File: src/rtl/or_unit_arbiter_if.sv
`default_nettype none
// ============================================================================
// Module      : or_unit_arbiter_if
// Description : Bundle of request, operand, acknowledge and result signals
//               between the client blocks and the shared OR unit arbiter.
//   in_req    [NUM_REQ]         per-requester request, level-sensitive
//   in_a      [NUM_REQ*DATA_W]  operand A, requester i at [i*DATA_W +: DATA_W]
//   in_b      [NUM_REQ*DATA_W]  operand B, same packing as in_a
//   in_ack    [1]               consumer accepts the held result
//   out_grant [NUM_REQ]         one-hot grant, zero when idle
//   out_c     [DATA_W]          registered a|b of the granted requester
//   out_valid [1]               out_c is valid
//   out_busy  [1]               arbiter is not idle
//   Modports: master = client/consumer side, slave = arbiter side.
// Revision    : 1.0 - initial release
// ============================================================================
interface or_unit_arbiter_if #(
  parameter int NUM_REQ = 4,
  parameter int DATA_W  = 8
) ();

  logic [NUM_REQ-1:0]        in_req;
  logic [NUM_REQ*DATA_W-1:0] in_a;
  logic [NUM_REQ*DATA_W-1:0] in_b;
  logic                      in_ack;
  logic [NUM_REQ-1:0]        out_grant;
  logic [DATA_W-1:0]         out_c;
  logic                      out_valid;
  logic                      out_busy;

  modport master (
    output in_req, in_a, in_b, in_ack,
    input  out_grant, out_c, out_valid, out_busy
  );

  modport slave (
    input  in_req, in_a, in_b, in_ack,
    output out_grant, out_c, out_valid, out_busy
  );

endinterface
`default_nettype wire

File: src/rtl/or_unit_arbiter.sv
`default_nettype none
// ============================================================================
// Module      : or_unit_arbiter
// Description : Shares one registered DATA_W-bit OR unit (c = a | b) between
//               NUM_REQ requesters. A 3-state FSM (IDLE -> COMPUTE -> HOLD)
//               grants one requester, captures its operands, and holds the
//               result until the consumer acknowledges it.
// Ports       : clk   - rising-edge clock
//               rst_n - synchronous active-low reset
//               bus   - or_unit_arbiter_if.slave (requests, operands,
//                       ack, grant, result, valid, busy)
// Build option: OR_ARB_FIXED_PRIO_EN - when defined, the rotating pointer is
//               removed and IDLE always grants the lowest-index request
//               (fixed priority, starvation possible). Undefined = round-robin.
// Revision    : 1.0 - initial release
// ============================================================================
module or_unit_arbiter #(
  parameter int NUM_REQ = 4,
  parameter int DATA_W  = 8
) (
  input  logic             clk,
  input  logic             rst_n,
  or_unit_arbiter_if.slave bus
);

  typedef enum logic [1:0] {
    S_IDLE    = 2'd0,
    S_COMPUTE = 2'd1,
    S_HOLD    = 2'd2
  } state_t;

  state_t              state;
  state_t              state_nxt;
  logic [NUM_REQ-1:0]  grant;
  logic [NUM_REQ-1:0]  grant_nxt;
  logic [DATA_W-1:0]   c;
  logic [DATA_W-1:0]   c_nxt;
  logic                valid;
  logic                valid_nxt;

  logic [NUM_REQ-1:0]  pick;       // one-hot winner among current requests
  logic [DATA_W-1:0]   sel_or;     // a|b of the currently granted requester
  logic                req_still;  // granted requester still requesting

`ifndef OR_ARB_FIXED_PRIO_EN
  localparam int IDX_W = (NUM_REQ > 1) ? $clog2(NUM_REQ) : 1;

  logic [IDX_W-1:0]    last;       // index of the most recently served requester
  logic [IDX_W-1:0]    last_nxt;
  logic [IDX_W-1:0]    grant_idx;

  // Walk offsets from farthest (last itself) to nearest (last+1); the nearest
  // set request is written last and therefore wins.
  always_comb begin
    pick = '0;
    for (int k = NUM_REQ; k >= 1; k--) begin
      if (bus.in_req[(int'(last) + k) % NUM_REQ]) begin
        pick = '0;
        pick[(int'(last) + k) % NUM_REQ] = 1'b1;
      end
    end
  end

  always_comb begin
    grant_idx = '0;
    for (int i = 0; i < NUM_REQ; i++) begin
      if (grant[i]) begin
        grant_idx = IDX_W'(i);
      end
    end
  end
`else
  // Descending scan so the lowest set index is written last and wins.
  always_comb begin
    pick = '0;
    for (int i = NUM_REQ - 1; i >= 0; i--) begin
      if (bus.in_req[i]) begin
        pick    = '0;
        pick[i] = 1'b1;
      end
    end
  end
`endif

  // Grant is one-hot in COMPUTE, so OR-accumulating the masked slices is a mux.
  always_comb begin
    sel_or = '0;
    for (int i = 0; i < NUM_REQ; i++) begin
      if (grant[i]) begin
        sel_or = sel_or | bus.in_a[i*DATA_W +: DATA_W] | bus.in_b[i*DATA_W +: DATA_W];
      end
    end
  end

  assign req_still = |(grant & bus.in_req);

  // Next-state and next-output decode.
  always_comb begin
    state_nxt = state;
    grant_nxt = grant;
    c_nxt     = c;
    valid_nxt = valid;
`ifndef OR_ARB_FIXED_PRIO_EN
    last_nxt  = last;
`endif
    case (state)
      S_IDLE: begin
        if (|bus.in_req) begin
          grant_nxt = pick;
          state_nxt = S_COMPUTE;
        end
      end
      S_COMPUTE: begin
        if (req_still) begin
          c_nxt     = sel_or;
          valid_nxt = 1'b1;
          state_nxt = S_HOLD;
        end else begin
          // Requester withdrew before capture: abort without touching the
          // round-robin pointer.
          grant_nxt = '0;
          state_nxt = S_IDLE;
        end
      end
      S_HOLD: begin
        if (bus.in_ack) begin
          valid_nxt = 1'b0;
          grant_nxt = '0;
`ifndef OR_ARB_FIXED_PRIO_EN
          last_nxt  = grant_idx;
`endif
          state_nxt = S_IDLE;
        end
      end
      default: begin
        grant_nxt = '0;
        valid_nxt = 1'b0;
        state_nxt = S_IDLE;
      end
    endcase
  end

  always_ff @(posedge clk) begin
    if (!rst_n) begin
      state <= S_IDLE;
      grant <= '0;
      c     <= '0;
      valid <= 1'b0;
`ifndef OR_ARB_FIXED_PRIO_EN
      last  <= IDX_W'(NUM_REQ - 1);
`endif
    end else begin
      state <= state_nxt;
      grant <= grant_nxt;
      c     <= c_nxt;
      valid <= valid_nxt;
`ifndef OR_ARB_FIXED_PRIO_EN
      last  <= last_nxt;
`endif
    end
  end

  assign bus.out_grant = grant;
  assign bus.out_c     = c;
  assign bus.out_valid = valid;
  assign bus.out_busy  = (state != S_IDLE);

endmodule
`default_nettype wire

File: src/flat_wrapper.sv
// flat-port wrapper written by rule: the top's interface ports become plain ports
module or_unit_arbiter_flat 
#(
  parameter int NUM_REQ = 4,
  parameter int DATA_W  = 8
)
  (clk, rst_n, bus_in_req, bus_in_a, bus_in_b, bus_in_ack, bus_out_grant, bus_out_c, bus_out_valid, bus_out_busy);
  or_unit_arbiter_if #(.NUM_REQ(NUM_REQ), .DATA_W(DATA_W)) bus_i ();
  input  logic clk;
  input  logic rst_n;
  input wire logic [$bits(bus_i.in_req)-1:0] bus_in_req;
  input wire logic [$bits(bus_i.in_a)-1:0] bus_in_a;
  input wire logic [$bits(bus_i.in_b)-1:0] bus_in_b;
  input wire logic [$bits(bus_i.in_ack)-1:0] bus_in_ack;
  output wire logic [$bits(bus_i.out_grant)-1:0] bus_out_grant;
  output wire logic [$bits(bus_i.out_c)-1:0] bus_out_c;
  output wire logic [$bits(bus_i.out_valid)-1:0] bus_out_valid;
  output wire logic [$bits(bus_i.out_busy)-1:0] bus_out_busy;
  assign bus_i.in_req = bus_in_req;
  assign bus_i.in_a = bus_in_a;
  assign bus_i.in_b = bus_in_b;
  assign bus_i.in_ack = bus_in_ack;
  assign bus_out_grant = bus_i.out_grant;
  assign bus_out_c = bus_i.out_c;
  assign bus_out_valid = bus_i.out_valid;
  assign bus_out_busy = bus_i.out_busy;
  or_unit_arbiter #(.NUM_REQ(NUM_REQ), .DATA_W(DATA_W)) u_core (.clk(clk), .rst_n(rst_n), .bus(bus_i));
endmodule
File: config.mk
export PLATFORM = sky130hd
export DESIGN_NAME = or_unit_arbiter_flat
export DESIGN_NICKNAME = d
export VERILOG_FILES = /design/src/rtl/or_unit_arbiter_if.sv /design/src/rtl/or_unit_arbiter.sv /design/src/flat_wrapper.sv
export SDC_FILE = /design/constraint.sdc
export NUM_CORES = 1
export LEC_CHECK = 0
export CAP_MARGIN = 20
export CORE_UTILIZATION = 37
export DETAILED_ROUTE_END_ITERATION = 12
export PLACE_DENSITY = 0.88
export SLEW_MARGIN = 5
export SYNTH_ARGS = -nofsm -noshare
export SYNTH_HDL_FRONTEND = slang
export SYNTH_SLANG_ARGS = --single-unit
export TNS_END_PERCENT = 1
File: constraint.sdc
create_clock -name clk -period 3.12 [get_ports clk]
set_input_delay 0.624 -clock clk [delete_from_list [all_inputs] [get_ports clk]]
set_output_delay 0.624 -clock clk [all_outputs]
set_load 0.01 [all_outputs]
### Yosys cells after proc, flatten, opt, wreduce, memory -nomap -nowiden

Index checks and enable logic that the tools add are counted.

* output and inout port bits: 14
* word-level logic and storage cells: 95
* register bits: 17
* bits of input ports: 71

* reductions and logical operators: 17
* add/sub/neg operators: 4
* magnitude comparators: 8
* bitwise gates (word level): 13
* equal/unequal tests: 6
* mux-type cells: 42

Operator list (count)
* bitwise OR 8 bit: 7
* two-way mux 8 bit: 4
* two-way mux 4 bit: 7
* < comparator 3 x 4 -> 1 bit, second input constant: 4
* two-way mux 1 bit: 15
* >= comparator 3 x 1 -> 1 bit, second input constant: 4
* one-hot mux 4 bit (3 select lines): 1
* two-way mux 2 bit: 5
* binary-select mux 1 bit (select 2 bit): 4
* demux 1 bit (select 2 bit): 4
* OR reduction 2 bit: 4
* OR reduction 4 bit: 2
* one-hot mux 2 bit (3 select lines): 1
* AND reduction 2 bit: 3
* AND reduction 3 bit: 2
* adder 2 x 1 -> 2 bit, second input constant: 2
* adder 2 bit, second input constant: 2
* bitwise AND 1 bit, first input constant: 4
* bitwise AND 4 bit: 1
* logical AND 1 bit: 4
* != test 2 x 1 -> 1 bit, second input constant: 2
* != test 2 bit, second input constant: 2
* one-hot mux 1 bit (3 select lines): 1
* == test 2 x 1 -> 1 bit, second input constant: 1
* 4 further kinds: 4

### Logic depth before layout (Yosys ltp)

* depth in word-level cells: 13
* depth in mapped cells: 9

### Least setup slack after synthesis

OpenSTA, ideal clock, no wires.

* path kind: reg2reg
* start point: reg u_core.last[0]
* end point: reg u_core.grant[0] (netlist: u_core.bus.out_grant[0])
* path slack: 0.897 ns
* arrival: 2.108 ns
* buffers on the path: 2
* cell stages (with the launch flop): 10
* period minus slack after synthesis: 2.223 ns
* setup time: 0.115 ns
* required time: 3.005 ns
* path through: dfxtp_1 > buf_6 > inv_1 > ha_1 > buf_2 > mux2i_1 > o22ai_2 > a221oi_1 > a31oi_1 > o21a_1

* word-level cells in the longest chain between the ends: 13
* elaborated cells on any way between the ends: 50
* classes of those cells: add/sub (4); order compare (8); mux (26); bitwise (4); reduce/logical (8)

Ends and longest elaborated chain
* start: declaration: RTL line or_unit_arbiter.sv:48 `logic [IDX_W-1:0] last;`
* start signal: assignment: RTL line or_unit_arbiter.sv:150 `last <= IDX_W'(NUM_REQ - 1);`
* start signal: assignment: RTL line or_unit_arbiter.sv:158 `last <= last_nxt;`
* adder 2 x 1 -> 2 bit: RTL line or_unit_arbiter.sv:57, or_unit_arbiter.sv:59
* OR reduction 2 bit (no source line)
* bitwise AND 1 bit (no source line)
* < comparator 3 x 4 -> 1 bit (not written as such) or >= comparator 3 x 1 -> 1 bit (tied branches): RTL line or_unit_arbiter.sv:59 `pick[(int'(last) + k) % NUM_REQ] = 1'b1;`
* logical AND 1 bit (not written as such): RTL line or_unit_arbiter.sv:59
* two-way mux 1 bit (not written as such): RTL line or_unit_arbiter.sv:59
* demux 1 bit (select 2 bit)
* two-way mux 4 bit (3 in a row): RTL line or_unit_arbiter.sv:57 `if (bus.in_req[(int'(last) + k) % NUM_REQ]) begin`
* two-way mux 4 bit *: RTL line or_unit_arbiter.sv:57
* two-way mux 4 bit *: RTL line or_unit_arbiter.sv:108 `if (|bus.in_req) begin`
* one-hot mux 4 bit (3 select lines) *: RTL line or_unit_arbiter.sv:106 `case (state)`
* end signal: assignment: RTL line or_unit_arbiter.sv:154 `grant <= grant_nxt;`
* end: declaration: RTL line or_unit_arbiter.sv:34 `logic [NUM_REQ-1:0] grant;`

Every way passes the cells marked *; elsewhere a longest branch is shown, timed or not. The select of a mux whose other input is x is not followed.
A chain may end at the register's enable or synchronous reset.

### Worst setup path after layout

* start point: reg u_core.last[1]
* end point: reg u_core.grant[0] (netlist: u_core.bus.out_grant[0])

The elaborated chain is that of the path after synthesis.

==> results.toml <==
[worst_setup_path]
cp.required_ns = 3.28
crit_type = "flop to flop"
crit_path_max_fanout = 13
crit_arrival_ns = 2.82
cp_cell_sequence = "inv_1, ha_1, mux2i_1, o22ai_2, a221oi_1, a31oi_1, o21a_1"
critPathCaptureType = "flop"
crit_buf_inv = 1
startpoint = "u_core.last[1]"
worst_setup_path_start_kind = "flop"
r2r-start = "u_core.last[1]"
max_stage_delay_ns = 0.57
cp_slowest_cell = "dfxtp_1"
cp_top_family = "compound AO/OA/AOI/OAI gates"

[synthesis]
muxShareOfSynthArea = 0.0907
synthAdderAreaFrac = 0.0725
ys_ff_latch = 17
syn-num-nets = 244
synth_area_per_cell_um2 = 8.36
ys_types = 35
ys_seq_area_frac = 0.247
yosys.area_share.simple = 0.213
synth_warnings = 0
synthesis.instances = 165
synth_area_um2 = 1380
synth-compound-area-share = 0.341
yosys.area_share.xor_xnor = 0
synth_top_family_by_area = "compound AO/OA/AOI/OAI gates"

[clock_network]
cts_root_buffer = "clkbuf_8"
cts_hold_buffers = 0
htree_levels = 1
cts_resized = 0
cts_tree = "done"
clock_latency_ns = 0.26
clk_pin_slew_worst_paths_ns = 0.08
numCtsBuffers = 3
cts_sinks = 17
post_cts_buffers = 0
clock_path_buffers = 2

[global_route]
grt_pass1_wl_um = 7400
met3_usage = 0.0489
grt-busiest-layer = "met2"
grt_max_degree = 19
grt_pass1_vias = 1591
track_usage = 0.234
met2_usage = 0.421
grt.overflow.total = 0
gr-usage-met1 = 0.264
antenna_found_initial = 0

[cells_and_area]
fillCellCount = 277
mostFrequentLayoutCell = "clkdlybuf4s50_1"
area_growth_pct = 66.7
diodes = 0
layout_common_cells = "clkdlybuf4s50_1, o21ai_0, dfxtp_1"
fin_nets = 327
multi_input_area_um2 = 990
drive_gt1_frac = 0.0567
layout.area.seq_um2 = 340

[sta]
setup_tns_ns = 0
setup_viol = 0
rsz0062_at_grt = "false"
tightest_slew_ns = 0.609
fmax_mhz = 375
fin_ws_ns = 0.456
worst_hold_slack_ns = 0.500
slew_headroom = 0.593
slew_violations = 0
layout_worst_path_cycle_share = 0.854
hold_viol = 0
period_needed_ns = 2.66
skew_ns = 0.00476

[drt]
wl_um = 4560
drtIter0Drc = 142
vias = 1727
drtPass1Iterations = 5
drc_errors = 0
ant_nets = 0
wl_per_cell_um = 15.6
viasPerCell = 5.89

[run_status]
status = "completed"

[place]
io_buffers = 84
dp_hpwl_um = 3390
place_ws_ns = 0.602
gp_congestion = 1.03

[die]
dieArea_um2 = 3980
die_x_um = 63.1
ios = 85
fp-row-count = 21
die_h_um = 63.1
start_util = 0.401
core_um2 = 3440

[power_and_ir_drop]
power.density_nw_per_um2 = 290
peakVddDrop_uv = 174
power_leakage_nw = 0.924
power_uw = 668

[worst_hold_path]
worstHoldStart = "u_core.bus.out_c[2]"
hold_path.class = "flop to flop"

[flow_run]
maxCapViolCount = 0
-- per-stage QoR --
stage | utilization | cells | cell area (um2)
floorplan | - | 165 | 1380
global placement | 0.655 | 289 | 2250
detailed placement | 0.655 | 289 | 2250
CTS | 0.668 | 293 | 2300
global route | 0.668 | 293 | 2300
finish | 0.668 | 293 | 2300
-- worst register-to-register path, cell delays in order (launching register included) --
cell,delay (ns)
dfxtp_1,0.57
inv_1,0.26
ha_1,0.49
mux2i_1,0.34
o22ai_2,0.17
a221oi_1,0.40
a31oi_1,0.15
o21a_1,0.19
-- cells by family after synthesis --
group                    after synthesis
multiplexers                          11
buffers and inverters                 11
adder cells (fa/ha/maj)                8
AND/OR/NAND/NOR                       46
AO/OA/AOI/OAI                         72
flip-flops                            17
-- sequential cells by signal (all words and copies together) (netlist names) --
signal and flops:
u_core.bus.out_valid 1, u_core.state 2, u_core.bus.out_c 8, u_core.last 2, u_core.bus.out_grant 4
-- Yosys cell counts --
library cell,number,area share
a21oi_1,1,0.0036
a21oi_2,2,0.013
a221oi_1,4,0.025
a22oi_1,2,0.011
a31oi_1,8,0.036
a32o_1,1,0.0073
and2_1,6,0.027
and4_1,12,0.076
buf_2,1,0.0036
buf_6,1,0.0082
clkbuf_1,6,0.016
dfxtp_1,17,0.25
ha_1,8,0.073
inv_1,3,0.0082
mux2_2,2,0.016
mux2i_1,8,0.058
mux4_2,1,0.016
nand2_1,13,0.035
nand2b_1,1,0.0045
nand3b_1,2,0.011
nor2_1,1,0.0027
nor2b_1,1,0.0045
nor3_1,2,0.0073
nor3b_1,1,0.0054
nor4bb_1,1,0.0073
o211a_1,9,0.065
o211ai_1,1,0.0054
o21a_1,5,0.027
o21ai_0,38,0.14
o22ai_2,1,0.0091
or2_2,1,0.0045
or3_1,2,0.0091
or3b_1,1,0.0063
or3b_2,1,0.0063
or4_1,1,0.0054
-- path summary, 6_finish.rpt --
path	cells past startpoint	slack, ns	endpoint
hold / removal	1	0.50	u_core.bus.out_c[2]
setup reg to reg	7	0.46	u_core.bus.out_grant[0]
hold reg to reg	1	0.50	u_core.bus.out_c[2]
setup / recovery	7	0.46	u_core.bus.out_grant[0]
-- final cells by class --
class,count,share of cell area
tap,46,0.0250
sequential,17,0.148
clock inverter,1,0.00218
timing repair buffer,86,0.372
clock buffer,3,0.0179
multi-input combinational,137,0.430
inverter,3,0.00489
-- layer usage --
layer | part of all wire | vias up
met1 | 0.37 | 798
met4 | 0.027 | 0
li1 | - | 806
met3 | 0.084 | 15
met5 | 0 | -
met2 | 0.52 | 108
-- power by group --
group / internal [mW] / leakage, nW / switching (mW) / total (mW)
Sequential: 0.233 / 0.139 / 0.0227 / 0.255
Combinational: 0.151 / 0.760 / 0.0841 / 0.235
Clock: 0.0891 / 0.0255 / 0.0884 / 0.177
Total: 0.472 / 0.924 / 0.195 / 0.668
Power figures use the tool's default switching activity.
==> RTL change 1, RTL diff (config.mk and constraints unchanged) <==
`NUM_REQ` is set to 4 in 3 places; all go to 2.
--- a/src/rtl/or_unit_arbiter_if.sv
+++ b/src/rtl/or_unit_arbiter_if.sv
@@ -15,7 +15,7 @@
 // Revision    : 1.0 - initial release
 // ============================================================================
 interface or_unit_arbiter_if #(
-  parameter int NUM_REQ = 4,
+  parameter int NUM_REQ = 2,
   parameter int DATA_W  = 8
 ) ();
 
--- a/src/rtl/or_unit_arbiter.sv
+++ b/src/rtl/or_unit_arbiter.sv
@@ -15,7 +15,7 @@
 // Revision    : 1.0 - initial release
 // ============================================================================
 module or_unit_arbiter #(
-  parameter int NUM_REQ = 4,
+  parameter int NUM_REQ = 2,
   parameter int DATA_W  = 8
 ) (
   input  logic             clk,
--- a/src/flat_wrapper.sv
+++ b/src/flat_wrapper.sv
@@ -1,7 +1,7 @@
 // flat-port wrapper written by rule: the top's interface ports become plain ports
 module or_unit_arbiter_flat 
 #(
-  parameter int NUM_REQ = 4,
+  parameter int NUM_REQ = 2,
   parameter int DATA_W  = 8
 )
   (clk, rst_n, bus_in_req, bus_in_a, bus_in_b, bus_in_ack, bus_out_grant, bus_out_c, bus_out_valid, bus_out_busy);
Interface: changed (resized bus_in_a, bus_in_b, bus_in_req and bus_out_grant); port bits go from 85 to 49. The function was not compared with the original's and may differ.
==> RTL change 1 against the unedited design <==
- final area fell by 48%
- routed wire length down 53%
- synthesized area down 50%
- worst setup slack better by 560 ps
- via count shrank 55%
- utilization grew 1.3 points
- power fell by 34%
- sequential cell count down 3
- critical endpoint is now bus_out_grant[1]
==> RTL change 1: results <==
[cells_and_area]
nNetsFinal = 162
drive_above_1_share_pct = 4.03

[global_route]
grt_max_degree = 16
grt_pass1_wl_um = 3300
track_usage_pct = 23.4

[synthesis]
syn_nets = 116
postSynthAreaPerCell_sq_um = 8.81
yosysUniqueCellTypes = 21
synth.area.top_cells = dfxtp_1 40%, o21ai_0 14%, o211a_1 12%
synth-compound-area-share_pct = 31.1
netlist_top_cells_count = 19 x o21ai_0, 14 x dfxtp_1, 8 x nand4_1, 8 x o211a_1, 6 x nand2_1
ys_seq_area_share_pct = 40.3
synth_mux_area_share_pct = 1.44
synthAdderAreaFrac_pct = 0

[sta]
worst-slew-pin-transition_ps = 805

[place]
gp_congestion = 0.733
placedCellCount = 145
hpwl_um = 1660
io_buffer_count = 48

[detailed_routing]
wirelength_um = 2160
dr.first_iter.drc_count = 16
vias = 776
dr.pass1.iters = 4

[clock_network]
clock-root-buffer = clkbuf_4

[run_status]
status = completed

[critical_path]
worstPathArrival_ps = 1480
cp_max_fo = 12
slowest_delay_ps = 610

[power_and_ir_drop]
intPower_mw = 0.325
p_leak_nw = 0.511
[RTL change 1: cell count changes after synthesis, sizes merged, moves of 7 or more]
cell   unedited run  this run
and4             12         0
nand4             0         8
mux2i             8         1
ha                8         0
a31oi             8         0
nand2            13         6
o21ai            38        19
[RTL change 1: worst register-to-register path, delay by kind of cell, from the launching register on]
family / cells / cell delay, ps
flops: 1 / 410
simple gates: 2 / 1080
compound gates: 1 / 170
[RTL change 1: kinds of logic after synthesis]
family          count (synthesis)
buf+inv                         9
mux                             1
simple gates                   23
compound gates                 32
flops                          14
[RTL change 1: metal layers]
metal / vias to the layer above / global-route usage, % / share of wire [%] / wire (um)
met3: 7 / 6.80 / 3.5 / 75
li1: 387 / - / - / -
met1: 360 / 24.8 / 42 / 917
met5: - / 0 / 0 / 0
met2: 22 / 40.3 / 51 / 1110
met4: 0 / 14.5 / 2.6 / 56
[RTL change 1: per-stage QoR]
step / instance area [sq um] / total power [mW] / utilization, % / worst slack [ps]
after floorplan: 696 / 0.243 / - / 1710
after global placement: 1150 / 0.304 / 66.1 / 1020
after detailed placement: 1150 / 0.307 / 66.1 / 945
after CTS: 1190 / 0.444 / 68.2 / 1010
after global routing: 1190 / 0.462 / 68.2 / 936
final: 1190 / 0.442 / 68.2 / 1020
[RTL change 1: final timing paths]
path	startpoint	to	slack (ps)	depth (start not counted)
hold reg to reg	u_core.bus.out_c[6]	u_core.bus.out_c[6]	510	1
setup reg to reg	u_core.state[0]	u_core.bus.out_c[3]	1410	3
setup / recovery	u_core.bus.out_grant[1]	bus_out_grant[1]	1020	1
hold / removal	u_core.bus.out_c[6]	u_core.bus.out_c[6]	510	1
[RTL change 1: power by group through the flow]
stage               Sequential (mW)  Clock, mW  Combinational (mW)
floorplan                     0.200          0              0.0433
global placement              0.202          0               0.102
detailed placement            0.203          0               0.104
CTS                           0.199      0.141               0.105
global route                  0.200      0.148               0.113
finish                        0.199      0.138               0.105
[RTL change 1: layout make-up]
type                    instances  area, sq um
fillers                       144          556
repair buffers                 48          480
multi-input cells              56          354
well taps                      25         31.3
flip-flops and latches         14          280
clock buffers                   4         36.3
inverters                       2         7.51
==> RTL change 2, RTL diff (config.mk and constraints unchanged) <==
Made on the original files. Re-encode `state_t` (3 states) as one-hot, 3 bits wide.
--- a/src/rtl/or_unit_arbiter.sv
+++ b/src/rtl/or_unit_arbiter.sv
@@ -23,10 +23,10 @@
   or_unit_arbiter_if.slave bus
 );
 
-  typedef enum logic [1:0] {
-    S_IDLE    = 2'd0,
-    S_COMPUTE = 2'd1,
-    S_HOLD    = 2'd2
+  typedef enum logic [2:0] {
+    S_IDLE    = 3'b001,
+    S_COMPUTE = 3'b010,
+    S_HOLD    = 3'b100
   } state_t;
 
   state_t              state;
Formal check against the unedited RTL: no difference found for any inputs over 4 cycles, from zero or initial values and one cycle with rst_n low; so few cycles prove little.
==> RTL change 2 against the unedited design <==
- final area up 2.7%
- synthesized area up 4.3%
- combinational power down 20%
- sequential cell count up 1
- worst setup slack better by 150 ps
- clock power down 9%
- power down 9.3%
- critical path type unchanged
- largest cell class unchanged
- routed wire length up 7.5%
==> RTL change 2: results <==
[detailed_routing]
wl_met2_um = 2450
wirelength_um = 4900
wirelength_met1_um = 2010
vias = 1666
routed_via_density = 5.53
dr.pass1.iters = 4

[critical_path]
r2r_setup_slack_ps = 610
slowest_delay_ps = 550
setup.worst_path.end = u_core.bus.out_grant[1]
worstPathArrival_ps = 2620
cp_max_fo = 14

[run_status]
status = completed

[cells_and_area]
nNetsFinal = 334
multi_input_area_sq_mm = 0.00100
fillers = 310
drive_above_1_share_pct = 9.49

[global_route]
track_usage_pct = 23.6
grt_pass1_vias = 1540
grt_use_met2_pct = 39.1
use_met3_pct = 5.18

[synthesis]
ys_seq_area_share_pct = 25.0
netlist_top_cells_count = 34 x o21ai_0, 19 x nand2_1, 18 x dfxtp_1
synth_mux_area_share_pct = 8.09
synth-compound-area-share_pct = 31.8
syn_nets = 249
yosysUniqueCellTypes = 42
synth.area.top_cells = dfxtp_1 25%, o21ai_0 12%, ha_1 7.0%

[sta]
whs_ps = 499
clock_skew_ps = 1.36
slew_headroom_pct = 59.7

[power_and_ir_drop]
p_leak_nw = 0.954
p_sw_mw = 0.157
vdd.ir_drop.worst_mv = 0.199

[place]
placedCellCount = 298
dp_slack_ps = 616
hpwl_um = 3870
gp_congestion = 0.849

[clock_network]
clock_latency_ps = 250
clk_pin_slew_ps = 60

[hold_path]
min_from = u_core.bus.out_c[5]
whs_endpoint = u_core.bus.out_c[5]
[RTL change 2: cell count changes in the layout (fill, tap and decap cells not counted), sizes merged, moves of 3 or more]
cell	change
inv	+4
nand2b	+4
a31oi	-8
o21a	-4
a221oi	-4
and3	+9
and4	-4
mux2i	-4
nand2	+6
a2111oi	+4
and2	-6
o221ai	+4
o22ai	+3
[RTL change 2: layout make-up]
cell class | instances | share of cell area [%]
flip-flops and latches | 18 | 15.3
well taps | 48 | 2.54
repair buffers | 88 | 36.9
inverters | 7 | 1.11
clock buffers | 3 | 1.75
multi-input cells | 137 | 42.5
[RTL change 2: power by group through the flow]
| stage | Sequential (mW) | Clock, mW | Combinational [mW] |
|---|---|---|---|
| 5_1_grt | 0.260 | 0.174 | 0.201 |
| 2_1_floorplan | 0.253 | 0 | 0.0671 |
| 4_1_cts | 0.257 | 0.164 | 0.186 |
| 3_3_place_gp | 0.262 | 0 | 0.182 |
| 3_5_place_dp | 0.262 | 0 | 0.185 |
| 6_report | 0.258 | 0.161 | 0.187 |
